--- config.mk ---
export PLATFORM = sky130hd
export DESIGN_NAME = screen_state_writer
export DESIGN_NICKNAME = d
export VERILOG_FILES = /design/src/rtl/screen_state_writer.sv
export SDC_FILE = /design/constraint.sdc
export NUM_CORES = 1
export LEC_CHECK = 0
export ABC_CLOCK_PERIOD_IN_PS = 3700
export CAP_MARGIN = 20
export CORE_ASPECT_RATIO = 2
export CORE_UTILIZATION = 55
export CTS_CLUSTER_DIAMETER = 30
export DETAILED_ROUTE_END_ITERATION = 8
export DONT_BUFFER_PORTS = 1
export PLACE_DENSITY = 0.78
export REMOVE_ABC_BUFFERS = 1
export SLEW_MARGIN = 10
export SYNTH_ARGS = -nofsm -noshare
export SYNTH_HDL_FRONTEND = slang
export SYNTH_SLANG_ARGS = --single-unit
--- constraint.sdc ---
create_clock -name clk -period 3.7 [get_ports clk]
set_clock_uncertainty 0.2 [all_clocks]
set_input_delay 0.555 -clock clk [delete_from_list [all_inputs] [get_ports clk]]
set_output_delay 0.555 -clock clk [all_outputs]
set_load 0.005 [all_outputs]
--- src/rtl/screen_state_writer.sv ---
// Producer of the game screen bus: LFSR scramble, cursor moves, lights-out toggles, win freeze.
// Define SCREEN_WRAP_EN to make the cursor and toggle neighbours wrap around the bus.
module screen_state_writer #(
  parameter int          NumberOfBits = 31,
  parameter logic [31:0] SEED         = 32'hACE1_1234
) (
  input  logic                              clk,
  input  logic                              reset,
  input  logic                              btn_left,
  input  logic                              btn_right,
  input  logic                              btn_toggle,
  input  logic                              btn_new,
  input  logic                              win,
  output logic [NumberOfBits:0]             ScreenValues,
  output logic [$clog2(NumberOfBits+1)-1:0] cursor,
  output logic                              won
);

  localparam int W  = NumberOfBits + 1;
  localparam int CW = $clog2(W);
  localparam logic [CW-1:0] CMAX = CW'(NumberOfBits);
  localparam logic [31:0] TAPS = 32'h8020_0003;

`ifdef SCREEN_WRAP_EN
  localparam bit WRAP = 1'b1;
`else
  localparam bit WRAP = 1'b0;
`endif

  typedef logic [NumberOfBits:0] board_t;

  typedef enum logic [1:0] {
    S_SCR,
    S_PLAY,
    S_WON
  } state_t;

  state_t        state_q;
  board_t        screen_q;
  logic [CW-1:0] cursor_q;
  logic          won_q;
  logic [1:0]    settle_q;
  logic [31:0]   lfsr_q;
  logic [31:0]   lfsr_d;
  logic [3:0]    s1_q;
  logic [3:0]    s2_q;
  logic [3:0]    h_q;
  logic [3:0]    btn;
  logic [3:0]    pulse;
  logic          p_left;
  logic          p_right;
  logic          p_tog;
  logic          p_new;
  board_t        cand;
  board_t        tmask;
  logic [CW-1:0] cur_left;
  logic [CW-1:0] cur_right;
  logic          cand_win;

  assign btn     = {btn_new, btn_toggle, btn_right, btn_left};
  assign pulse   = s2_q & ~h_q;
  assign p_left  = pulse[0];
  assign p_right = pulse[1];
  assign p_tog   = pulse[2];
  assign p_new   = pulse[3];

  assign lfsr_d = {1'b0, lfsr_q[31:1]} ^ (lfsr_q[0] ? TAPS : 32'h0);
  assign cand   = lfsr_d[NumberOfBits:0];

  function automatic logic is_win(board_t v);
    board_t alt;
    for (int i = 0; i < W; i++) alt[i] = i[0];
    return (v == '0) || (v == '1) || (v == alt) || (v == ~alt);
  endfunction

  assign cand_win = is_win(cand);

  // Neighbour cells either wrap or are clipped at the bus edges.
  always_comb begin
    tmask = '0;
    tmask[cursor_q] = 1'b1;
    if (cursor_q != '0) tmask[cursor_q - 1'b1] = 1'b1;
    else if (WRAP)      tmask[NumberOfBits] = 1'b1;
    if (cursor_q != CMAX) tmask[cursor_q + 1'b1] = 1'b1;
    else if (WRAP)        tmask[0] = 1'b1;
  end

  always_comb begin
    cur_left  = cursor_q - 1'b1;
    cur_right = cursor_q + 1'b1;
    if (cursor_q == '0)   cur_left  = WRAP ? CMAX : '0;
    if (cursor_q == CMAX) cur_right = WRAP ? '0 : CMAX;
  end

  always_ff @(posedge clk or negedge reset) begin
    if (!reset) begin
      state_q  <= S_SCR;
      screen_q <= '0;
      cursor_q <= '0;
      won_q    <= 1'b0;
      settle_q <= 2'd2;
      lfsr_q   <= SEED;
      s1_q     <= '0;
      s2_q     <= '0;
      h_q      <= '0;
    end else begin
      lfsr_q <= lfsr_d;
      s1_q   <= btn;
      s2_q   <= s1_q;
      h_q    <= s2_q;
      unique case (state_q)
        S_SCR: begin
          if (!cand_win) begin
            screen_q <= cand;
            cursor_q <= '0;
            settle_q <= 2'd2;
            state_q  <= S_PLAY;
          end
        end
        S_PLAY: begin
          if (p_new) begin
            state_q <= S_SCR;
          end else begin
            if (p_tog) screen_q <= screen_q ^ tmask;
            unique case (1'b1)
              (p_left && !p_right): cursor_q <= cur_left;
              (p_right && !p_left): cursor_q <= cur_right;
              default: ;
            endcase
            // A change this cycle makes the incoming win flag stale.
            if (p_tog) begin
              settle_q <= 2'd2;
            end else begin
              if (settle_q != 2'd0) settle_q <= settle_q - 2'd1;
              if (win && settle_q == 2'd0) begin
                state_q <= S_WON;
                won_q   <= 1'b1;
              end
            end
          end
        end
        S_WON: begin
          if (p_new) begin
            state_q <= S_SCR;
            won_q   <= 1'b0;
          end
        end
        default: state_q <= S_SCR;
      endcase
    end
  end

  assign ScreenValues = screen_q;
  assign cursor       = cursor_q;
  assign won          = won_q;

endmodule
Word-level counts from Yosys, hierarchy flattened:

Cells that the tools add are included.

* add/sub/neg operators: 3
* $lt $le $gt $ge: 6
* eq/ne operators: 17
* muxes and demuxes: 35
* bitwise gates (word level): 6
* reductions and logical operators: 24

Operators by type and width (number)
* $mux 32: 6
* $eq 32x32->1 const B: 2
* $or 32x32->32: 2
* $pmux 32 s2: 1
* $eq 32x31->1 const B: 1
* $logic_not 32->1: 1
* $xor 31x32->32: 1
* $xor 32x32->32: 1
* $mux 5: 4
* $pmux 5 s2: 2
* $lt 5x6->1 const B: 3
* $mux 2: 9
* $reduce_and 4->1: 4
* $demux 1 s5: 3
* $ge 5x1->1 const B: 3
* $ne 2x2->1 const B: 6
* $ne 3x3->1 const B: 4
* $mux 1: 7
* $logic_and 1x1->1: 6
* $pmux 2 s3: 1
* $reduce_bool 2->1: 3
* $add 5x1->5 const B: 1
* $eq 5x5->1 const B: 1
* $logic_not 5->1: 1
* 14 further kinds: 18

* bits in registers: 86
* input bits: 7
* output and inout bits: 38
* word-level logic and storage cells: 100

Logic depth before layout (Yosys ltp):

* depth after elaboration: 13
* mapped depth: 13
* mapped depth without buffers: 10

Least setup slack after synthesis:

Ideal clock, no wire load.

* path kind: register -> register
* from: register cursor_q[3], in the netlist cursor[3]
* to: register screen_q[15], in the netlist ScreenValues[15]
* library setup time: 0.079 ns
* arrival time: 3.096 ns
* data required time: 3.421 ns
* path slack: 0.325 ns
* cell stages (with the launch flop): 13
* buffers on the path: 4
* period minus slack after synthesis: 3.375 ns
* cells stage by stage: dfrtp_1 > clkbuf_1 > clkbuf_1 > clkbuf_1 > nand3_1 > ha_1 > clkbuf_1 > or3b_2 > mux2_2 > nor2_1 > a211oi_1 > a211oi_1 > a2bb2oi_1

* cells in the longest elaborated chain, start to end: 13
* elaborated cells between the ends (all ways): 27
* those cells by class: add/sub (2); order compare (6); eq/ne (1); mux (11); bitwise (3); reduce/logical (4)

Ends and longest elaborated chain
* start: declaration: RTL line 40 `logic [CW-1:0] cursor_q;`
* start signal: assignment: RTL line 126 `(p_left && !p_right): cursor_q <= cur_left;`
* start signal: assignment: RTL line 127 `(p_right && !p_left): cursor_q <= cur_right;`
* $sub 5x1->5: RTL line 82 `if (cursor_q != '0) tmask[cursor_q - 1'b1] = 1'b1;`
* $lt 5x6->1 (implied by the code) or $ge 5x1->1 (tied branches): RTL line 82
* $logic_and 1x1->1 (implied by the code): RTL line 82
* $mux 1 (implied by the code): RTL line 82
* $demux 1 s5: RTL line 82
* $or 32x32->32 (no source line)
* $mux 32: RTL line 82
* $or 32x32->32 (no source line)
* $mux 32 *: RTL line 84 `if (cursor_q != CMAX) tmask[cursor_q + 1'b1] = 1'b1;`
* $xor 32x32->32 *: RTL line 124 `if (p_tog) screen_q <= screen_q ^ tmask;`
* $mux 32 *: RTL line 124
* $mux 32 *: RTL line 121 `if (p_new) begin`
* $pmux 32 s2 *: RTL line 111 `unique case (state_q)`
* end signal: assignment: RTL line 114 `screen_q <= cand;`
* end signal: assignment: RTL line 124
* end: declaration: RTL line 39 `board_t screen_q;`

Mark *: on every way between the ends. The rest lies on a longest branch, timed or not. The select of a mux whose other input is x is not followed.
A chain may end at the register's enable or synchronous reset.

Worst setup path in the final report:

* from: register cursor_q[1], in the netlist cursor[1]
* to: register screen_q[31], in the netlist ScreenValues[31]

Same word-level chain as after synthesis.

==> reports/results.txt <==
share of the yosys chip area belonging to registers: 42.5%
max-cap violations: 0
per-cell routed wire length: 25.3 µm
category of the worst setup path launch point: register
deepest clock path buffer count: 2
clock sink total: 86
maximum clock frequency: 0.326 GHz
maximum number of pins on one net before global-route repair: 87
via total after detailed routing: 4730
ports placed on the boundary: 45
Final Critical Period: 3.07 ns
actual transition at the worst max-transition pin: 0.891 ns
clock root buffer master: sky130_fd_sc_hd__clkbuf_16
largest fanout on the critical path: 9
number of max-slew violations in the final report: 0
delay contributed by the slowest stage of the critical path: 0.56 ns
Max stage delay cell, worst path: sky130_fd_sc_hd__o21ai_0
remaining routing DRC violations: 0
area of the die: 9690 µm²
standby leakage power: 0.00213 µW
die width: 70.1 µm
gate count of the mapped netlist: 555
final cell utilization of the core: 61.4%
share of the clock period used by the worst path after layout: 83.0%
Final Routed Wirelength: 16300 µm
number of buffers inserted during clock tree synthesis: 9
number of antenna violations at the first check in global routing: 0
mean cell area of the mapped netlist: 9.19 µm²
PortBufs: 0
Clock H-tree levels: 3
number of antenna repair diodes: 0
area added between synthesis and finish: 8.56%
number of nets in the layout: 558
global-route usage over all layers: 34.3%
worst hold slack across all endpoints: 0.0342 ns
clock network latency to the later pin of the worst-skew pair: 0.35 ns
detailed placement HPWL: 11600 µm
Resized Gates After CTS: 0
GRT Residual Overflow: 0
number of register bits inferred by synthesis: 86
fraction of layout instances using a drive strength above 1: 11.6%
hold crit path type: in -> reg
Hold Buf Count CTS: 2
relative max-transition margin: 40.0%
Req. time, crit path: 3.75 ns
setup repair after global routing missed its margin: no
Setup TNS Final: 0 ns
core region area: 9010 µm²
Filler cells: 744
path type of the worst setup path: reg -> reg
total power density per cell area: 365 nW/µm²
Hold Vio Cnt, Final: 0
std cell rows: 49
die height: 138 µm
arrival time of data at the critical path endpoint: 3.13 ns
Final setup viols: 0
clock transition at the registers of the reported paths: 0.07 ns
wire length of the first global-routing pass: 25500 µm
critical path, cell by cell: inv_1, ha_1, nor2b_1, buf_4, a21oi_1, o21ai_0, a221oi_1, a211oi_1, a2bb2oi_1
count of yosys warnings during synthesis: 0
routability-driven placement congestion ratio: 1.09
initial DRC count: 393
status: complete, no violations
DRT Pass-1 Iters: 5
peak supply drop: 0.226 mV
average via count per standard cell: 7.32
Mapped Area: 5100 µm²
starting density of the core: 56.6%
number of global-route vias before repair: 4643
number of synthesized flops with an enable pin: 0
number of routed nets with antenna violations: 0
crit path capture type: register
clock tree from TritonCTS: done
Unique masters post-synth: 63
number of buffers added for setup after CTS: 0
fraction of registers with async set/reset: 100%
prevailing post-synth register cell: sky130_fd_sc_hd__dfrtp_1
[flip-flops by register name, summed over array words and instances (netlist names)]
register	cells
settle_q	2
s1_q	4
cursor	5
ScreenValues	32
s2_q	4
h_q	4
lfsr_q	32
won	1
state_q	2
[power by group]
| part | internal (µW) | total (µW) | switching, µW |
|---|---|---|---|
| logic | 7.83 | 33.2 | 25.4 |
| registers | 947 | 949 | 2.27 |
| clock network | 625 | 1040 | 411 |
[cell usage in the layout (no fill, tap or decap), types with 7 or more instances in the layout]
cell,netlist,routed
sky130_fd_sc_hd__a211oi_1,22,22
sky130_fd_sc_hd__a21oi_1,22,22
sky130_fd_sc_hd__a22oi_1,8,8
sky130_fd_sc_hd__a2bb2oi_1,24,24
sky130_fd_sc_hd__a31oi_1,11,11
sky130_fd_sc_hd__buf_4,0,15
sky130_fd_sc_hd__clkbuf_16,0,9
sky130_fd_sc_hd__dfrtp_1,72,72
sky130_fd_sc_hd__dfstp_2,14,14
sky130_fd_sc_hd__ha_1,12,12
sky130_fd_sc_hd__inv_1,11,11
sky130_fd_sc_hd__nand2_1,53,53
sky130_fd_sc_hd__nand2b_1,7,7
sky130_fd_sc_hd__nand3_1,21,21
sky130_fd_sc_hd__nand4_1,10,10
sky130_fd_sc_hd__nor2_1,35,34
sky130_fd_sc_hd__nor2b_1,18,18
sky130_fd_sc_hd__nor3_1,16,16
sky130_fd_sc_hd__o211ai_1,8,8
sky130_fd_sc_hd__o21ai_0,17,17
sky130_fd_sc_hd__o22ai_1,34,34
sky130_fd_sc_hd__o2bb2ai_1,9,9
[per-stage QoR]
step | power, µW | cell area, µm² | setup slack, ns | std cells
2_1_floorplan | 975 | 4910 | -0.656 | 511
3_3_place_gp | 978 | 5160 | 0.745 | 628
3_5_place_dp | 979 | 5160 | 0.669 | 628
4_1_cts | 2030 | 5540 | 0.647 | 646
5_1_grt | 2070 | 5540 | 0.418 | 646
6_report | 2020 | 5540 | 0.628 | 646
[logic make-up after synthesis]
kind of cell	synth area share [%]
AOI/OAI and AO/OA	28.4
and+or+nand+nor	19.3
DFF	42.5
buffers and inverters	4.49
adders and majority gates	2.94
muxes	1.40
xor gates and xnor gates	0.883
[metal layers]
layer | up-vias | share of wire, % | global-route usage [%]
met3 | 66 | 6.1 | 5.47
met1 | 2322 | 36 | 38.4
met2 | 240 | 51 | 58.9
met4 | 0 | 6.8 | 22.7
met5 | - | 0 | 0
li1 | 2102 | - | -
[worst paths after layout]
kind                            from          endpoint  slack [ns]  cells after the start
setup / recovery           cursor[1]  ScreenValues[31]        0.63                      9
hold / removal             btn_right           s1_q[1]        0.03                      0
setup reg to reg           cursor[1]  ScreenValues[31]        0.63                      9
hold reg to reg              s1_q[3]           s2_q[3]        0.15                      0
max in group asynchronous      reset       settle_q[1]        2.35                      2
min in group asynchronous      reset         lfsr_q[6]        0.56                      2
[Yosys cell counts, types with 14 or more instances]
| library cell | number | area [µm²] |
|---|---|---|
| sky130_fd_sc_hd__nor2_1 | 35 | 131 |
| sky130_fd_sc_hd__a2bb2oi_1 | 24 | 210 |
| sky130_fd_sc_hd__nand3_1 | 21 | 105 |
| sky130_fd_sc_hd__nor2b_1 | 18 | 113 |
| sky130_fd_sc_hd__a21oi_1 | 22 | 110 |
| sky130_fd_sc_hd__a211oi_1 | 22 | 165 |
| sky130_fd_sc_hd__dfrtp_1 | 72 | 1800 |
| sky130_fd_sc_hd__nand2_1 | 53 | 199 |
| sky130_fd_sc_hd__clkbuf_1 | 34 | 128 |
| sky130_fd_sc_hd__dfstp_2 | 14 | 368 |
| sky130_fd_sc_hd__nor3_1 | 16 | 80.1 |
| sky130_fd_sc_hd__o21ai_0 | 17 | 85.1 |
| sky130_fd_sc_hd__o22ai_1 | 34 | 213 |
[critical path: cells and delay by family (launching register included)]
| kind | cells | cell delay (ns) |
|---|---|---|
| adders and majority gates | 1 | 0.33 |
| and+or+nand+nor | 1 | 0.19 |
| buffers and inverters | 2 | 0.37 |
| AOI/OAI and AO/OA | 5 | 1.40 |
| DFF | 1 | 0.49 |
[final cells by class]
class	count	area (µm²)	area share [%]
Clock buffer	10	239	4.32
Clock inverter	6	100	1.81
Inverter	11	41.3	0.746
Multi-Input combinational cell	414	2710	48.9
Sequential cell	86	2170	39.2
Tap cell	102	128	2.31
Timing Repair Buffer	17	150	2.71
Power figures use the tool's default switching activity.
